<file path="src/rtl/mips_muldiv_pkg.sv">
// Shared types and constants for the MIPS multiply/divide unit.
package mips_muldiv_pkg;

  localparam int DIV_WIDTH = 32;
  localparam int DIV_CNT_W = $clog2(DIV_WIDTH);

  typedef enum logic [1:0] {
    IDLE = 2'd0,
    CALC = 2'd1,
    FIX  = 2'd2,
    DONE = 2'd3
  } div_state_t;

  // Packed result word shared with the multiplier: HI in the upper half, LO in the lower.
  typedef struct packed {
    logic [DIV_WIDTH-1:0] hi;
    logic [DIV_WIDTH-1:0] lo;
  } div_result_t;

endpackage

</file>
<file path="src/rtl/divider_seq_div_step.sv">
// One radix-2 restoring step: shift one dividend bit into the partial
// remainder and subtract the divisor if it fits.
module div_step #(
  parameter int WIDTH = 32
) (
  input  logic [WIDTH-1:0] rem,
  input  logic             dvd_msb,
  input  logic [WIDTH-1:0] divisor,
  output logic [WIDTH-1:0] next_rem,
  output logic             q_bit
);

  logic [WIDTH:0] shifted;
  logic [WIDTH:0] diff;

  // Trial subtraction one bit wider than the operands; its MSB is the borrow.
  always_comb begin
    shifted  = {rem, dvd_msb};
    diff     = shifted - {1'b0, divisor};
    q_bit    = ~diff[WIDTH];
    next_rem = q_bit ? diff[WIDTH-1:0] : shifted[WIDTH-1:0];
  end

endmodule

</file>
<file path="src/rtl/divider_seq.sv">
// Sequential radix-2 restoring divider, one quotient bit per clock.
// Out = {remainder, quotient}; truncating division, remainder takes the
// sign of the dividend. Divide-by-zero gives quotient all ones, remainder A.
// Optional macro DIVIDER_ZERO_FAST_EN: a zero divisor skips straight to DONE.
module divider_seq
  import mips_muldiv_pkg::*;
#(
  parameter int WIDTH = DIV_WIDTH
) (
  input  logic               CLK,
  input  logic               Reset,
  input  logic               Start,
  input  logic               Signed,
  input  logic [WIDTH-1:0]   A,
  input  logic [WIDTH-1:0]   B,
  output logic               Busy,
  output logic               Done,
  output logic               DivZero,
  output logic [2*WIDTH-1:0] Out
);

  localparam int CNT_W = $clog2(WIDTH);

  div_state_t       state;
  logic [CNT_W-1:0] cnt;
  logic [WIDTH-1:0] rem;     // partial remainder
  logic [WIDTH-1:0] dvd;     // dividend shifting out, quotient shifting in
  logic [WIDTH-1:0] dvs;     // divisor magnitude
  logic             q_neg;
  logic             r_neg;
  logic             b_zero;

  logic [WIDTH-1:0] step_rem;
  logic             step_q;

  div_step #(.WIDTH(WIDTH)) u_step (
    .rem      (rem),
    .dvd_msb  (dvd[WIDTH-1]),
    .divisor  (dvs),
    .next_rem (step_rem),
    .q_bit    (step_q)
  );

  // Control FSM with all datapath registers and registered outputs.
  always_ff @(posedge CLK) begin
    // NOTE: non-blocking assignments throughout so every register samples pre-edge values.
    if (Reset) begin
      state   <= IDLE;
      cnt     <= '0;
      rem     <= '0;
      dvd     <= '0;
      dvs     <= '0;
      q_neg   <= 1'b0;
      r_neg   <= 1'b0;
      b_zero  <= 1'b0;
      Busy    <= 1'b0;
      Done    <= 1'b0;
      DivZero <= 1'b0;
      Out     <= '0;
    end else begin
      Done <= 1'b0;
      case (state)
        IDLE: begin
          if (Start) begin
            dvd     <= (Signed && A[WIDTH-1]) ? -A : A;
            dvs     <= (Signed && B[WIDTH-1]) ? -B : B;
            rem     <= '0;
            cnt     <= CNT_W'(WIDTH - 1);
            // A zero divisor keeps the all-ones quotient unsigned-looking.
            q_neg   <= Signed && (A[WIDTH-1] ^ B[WIDTH-1]) && (B != '0);
            r_neg   <= Signed && A[WIDTH-1];
            b_zero  <= (B == '0);
            DivZero <= 1'b0;
            Busy    <= 1'b1;
`ifdef DIVIDER_ZERO_FAST_EN
            if (B == '0) begin
              Out   <= {A, {WIDTH{1'b1}}};
              state <= DONE;
            end else begin
              state <= CALC;
            end
`else
            state   <= CALC;
`endif
          end
        end
        CALC: begin
          rem <= step_rem;
          dvd <= {dvd[WIDTH-2:0], step_q};
          if (cnt == '0) begin
            state <= FIX;
          end else begin
            cnt <= cnt - CNT_W'(1);
          end
        end
        FIX: begin
          Out   <= {(r_neg ? -rem : rem), (q_neg ? -dvd : dvd)};
          state <= DONE;
        end
        DONE: begin
          Done    <= 1'b1;
          Busy    <= 1'b0;
          DivZero <= b_zero;
          state   <= IDLE;
        end
        default: state <= IDLE;
      endcase
    end
  end

endmodule
</file>
<file path="config.mk">
export PLATFORM = sky130hd
export DESIGN_NAME = divider_seq
export DESIGN_NICKNAME = d
export VERILOG_FILES = /design/src/rtl/mips_muldiv_pkg.sv /design/src/rtl/divider_seq_div_step.sv /design/src/rtl/divider_seq.sv
export SDC_FILE = /design/constraint.sdc
export NUM_CORES = 1
export LEC_CHECK = 0
export BUFFER_PORTS_ARGS = -buffer_cell sky130_fd_sc_hd__buf_2
export CAP_MARGIN = 5
export CORE_MARGIN = 10
export CORE_UTILIZATION = 61
export CTS_BUF_LIST = sky130_fd_sc_hd__clkbuf_2 sky130_fd_sc_hd__clkbuf_4 sky130_fd_sc_hd__clkbuf_8
export DETAILED_ROUTE_END_ITERATION = 7
export PLACE_DENSITY = 0.83
export SLEW_MARGIN = 25
export SYNTH_ARGS = -nofsm -noshare
export SYNTH_HDL_FRONTEND = slang
export SYNTH_SLANG_ARGS = --single-unit
</file>
<file path="constraint.sdc">
create_clock -name CLK -period 3.4 [get_ports CLK]
set_input_delay 0.85 -clock CLK [delete_from_list [all_inputs] [get_ports CLK]]
set_output_delay 0.85 -clock CLK [all_outputs]
set_load 0.01 [all_outputs]
</file>
==> metrics.md <==
| Metric | Value |
|---|---|
| Syn Inst Count | `1455` |
| Crit path buf inv count | `3` |
| Pin count of the biggest net entering global routing | `118` |
| CP Capture Type | `register` |
| R2R cell count | `12` |
| Chip width | `156 um` |
| Post-synth EDFFs | `0` |
| Clk buf depth | `2` |
| Initial Utilization | `0.624` |
| Actual slew at the worst max-slew pin | `753 ps` |
| Final net count | `1683` |
| Fraction of layout cells with a size suffix above 1 | `0.162` |
| CP Cell Sequence | `inv_1, ha_1, a21o_1, a211o_1, a2111oi_2, a21oi_1, o31ai_2, nor3_2, buf_12, or2_1, buf_4, a221o_1` |
| H-tree levels | `4` |
| Vias in the first global route | `9965` |
| Crit-path slowest cell | `a2111oi_2` |
| IO Count | `135` |
| CTS tree | `built` |
| ANT nets after route | `0` |
| Non-Filler Instances | `1814` |
| Internal reg-to-reg setup slack | `160 ps` |
| Core area | `18000 um2` |
| Fin. max-slew vios | `0` |
| PwrDens | `655 nW/um2` |
| Hold Slack | `461 ps` |
| RePlAce Congestion | `0.940` |
| Max incr delay on CP | `360 ps` |
| Worst setup SP type | `register` |
| Post-route setup slack | `164 ps` |
| Initial DRC count | `1203` |
| Area occupied by multi-input gates | `7270 um2` |
| Rel. slew slack | `0.498` |
| Syn_area_per_cell | `7.73 um2` |
| Setup violators final | `0` |
| Gr usage total | `0.248` |
| N_diodes | `0` |
| RR Endpoint | `rem[7]$_SDFFE_PP0P_` |
| First-pass GRT wire length | `50.5 mm` |
| Cell accounting for the most synthesized area | `dfxtp_1` |
| Max-cap viol count | `0` |
| Hpwl dp | `23.5 mm` |
| Worst hold start | `dvs[22]$_SDFFE_PP0P_` |
| Total Wirelength | `31.0 mm` |
| Top Family by Delay on Critical Path | `compound AO/OA/AOI/OAI gates` |
| Clk sink count | `173` |
| Most frequent cells in the layout | `dfxtp_1 (172), nand2_1 (170), nor2_1 (160)` |
| Dpl ws | `46.6 ps` |
| Clock buffer count from CTS | `17` |
| Peak VDD IR | `0.569 mV` |
| Area of the die | `24300 um2` |
| Area grow syn2layout | `13.8%` |
| Main flop type after synthesis | `dfxtp_1` |
| # fillers | `1500` |
| Cell variety after synth | `69` |
| Fin crit share | `0.952` |
| FF+latch count, synth | `173` |
| Port Buf Inserts | `134` |
| Run status | `finished clean` |
| Vias | `11000` |
| Setup Fix Bufs, Post-CTS | `0` |
| WHS Path Cells | `2` |
| Worst hold endpoint | `dvs[22]$_SDFFE_PP0P_` |
| Die Ht | `156 um` |
| Hold Buf Count CTS | `0` |
| Leakage | `0.00529 uW` |
| Seq/Total Area, Yosys | `0.308` |
| Peak fanout along the critical path | `37` |
| HP Class | `register to register` |
| DRC viols | `0` |
| Root Driver | `clkbuf_8` |
| Design Power | `8400 uW` |
| Synth Warn # | `0` |
| Via density | `6.08` |
| Period minus WS final | `3240 ps` |
| Ranking of synthesized cells by area | `dfxtp_1 (31%), xor2_1 (6.9%), nand2_1 (5.7%), nor2_1 (5.4%), a211oi_1 (5.1%)` |
| Clk Latency, worst-skew pair | `480 ps` |
| Worst Clk Skew | `16.1 ps` |
| Syn_nets | `1566` |
| Yosys top cell area share | `0.308` |
| Rows | `49` |
| Seq. cell area | `3460 um2` |
| Synth Cell Area | `11300 um2` |
| Total negative slack | `0 ps` |
| Maximum clock rate | `0.309 GHz` |
| Setup CP Type | `register to register` |
| PostCTS Resize Cnt | `0` |
| Clock transition at path regs | `90 ps` |
| Hold Vio Cnt, Final | `0` |
| Critical path arrival | `3590 ps` |
| CP required | `3750 ps` |
| Wirelength per Cell | `17.1 um` |
| Dpl cells | `1782` |
| Global-route congestion overflow total | `0` |
| R2R Path Start | `dvs[25]$_SDFFE_PP0P_` |
| First-pass iteration count of the detailed router | `6` |
| Commonest non-fill, non-tap cell in the layout | `dfxtp_1` |
| Initial antenna violation count | `0` |
| Async S/R FF share, synth | `0` |
metal layers:
layer / up-vias / global-route usage / wire [um]
met5: - / 0 / 0
met4: 0 / 0.0606 / 383
met3: 33 / 0.0430 / 2820
met2: 452 / 0.361 / 13200
met1: 5065 / 0.367 / 14600
li1: 5478 / - / -
worst register-to-register path, cell delays in order (launching register included):
cell and delay, ps:
dfxtp_1 340, inv_1 40, ha_1 280, a21o_1 200, a211o_1 320, a2111oi_2 360, a21oi_1 160, o31ai_2 310
nor3_2 90, buf_12 190, or2_1 290, buf_4 190, a221o_1 330
per-stage QoR:
| step | cell area, um2 | utilization |
|---|---|---|
| 2_1_floorplan | 11300 | - |
| 3_3_place_gp | 12400 | 0.686 |
| 3_5_place_dp | 12400 | 0.686 |
| 4_1_cts | 12800 | 0.709 |
| 5_1_grt | 12800 | 0.711 |
| 6_report | 12800 | 0.711 |
report_power, final:
group          internal, uW  switching [uW]  total (uW)
Sequential             2520             434        2950
Clock                   716             801        1520
Combinational          1540            2380        3920
how the worst max path moves through the flow:
stage | slack, ps | cells past startpoint | to | from
after floorplan | 230 | 8 | dvd[30]$_SDFFE_PP0P_ | A[16]
after global placement | 80 | 9 | dvd[30]$_SDFFE_PP0P_ | A[16]
after detailed placement | 50 | 9 | dvd[30]$_SDFFE_PP0P_ | A[16]
after CTS | 50 | 12 | rem[7]$_SDFFE_PP0P_ | dvs[25]$_SDFFE_PP0P_
after global routing | -30 | 12 | rem[10]$_SDFFE_PP0P_ | dvs[25]$_SDFFE_PP0P_
final | 160 | 12 | rem[7]$_SDFFE_PP0P_ | dvs[25]$_SDFFE_PP0P_
cell usage after synthesis, types with 7 or more instances:
cell type  instances
nor3_1            28
xnor2_1           50
or3_1             24
nor2b_1            8
nand3_1           12
a21oi_1           89
a21o_1            18
o31ai_1           23
a311oi_1          10
a31oi_1            7
a221o_1            9
mux2i_1           23
dfxtp_1          173
o41ai_1           17
nand2b_1          12
o31a_1             7
o21ai_0           85
nor2_1           161
or2_2              7
ha_1              42
nor4_1            11
xor2_1            89
nand4_1            9
or4_1             20
nand2_1          170
inv_1             56
clkbuf_1          83
buf_1             10
o211ai_1          35
a211oi_1          76
and3_1            10
flip-flops by register name, indices dropped and copies added (netlist names):
name and count:
rem 32, cnt 5, dvs 32, Done 1, r_neg 1, Busy 1
state 2, dvd 32, b_zero 1, DivZero 1, q_neg 1, Out 64
kinds of logic (layout without fill, tap and decap cells):
| group | after synthesis | count (layout) | share of synthesized area |
|---|---|---|---|
| mux | 23 | 23 | 0.0205 |
| buf+inv | 152 | 282 | 0.0510 |
| flops | 173 | 173 | 0.308 |
| compound gates | 427 | 427 | 0.258 |
| fa+ha+maj | 43 | 43 | 0.0485 |
| simple gates | 498 | 498 | 0.206 |
| xor+xnor | 139 | 139 | 0.108 |
cell type report:
type,instances,area share
timing repair buffer,194,0.0916
sequential,173,0.270
clock buffer,21,0.0216
inverter,56,0.0164
clock inverter,11,0.0103
multi-input combinational,1130,0.567
tap,229,0.0224
(Power assumes the default switching activity.)
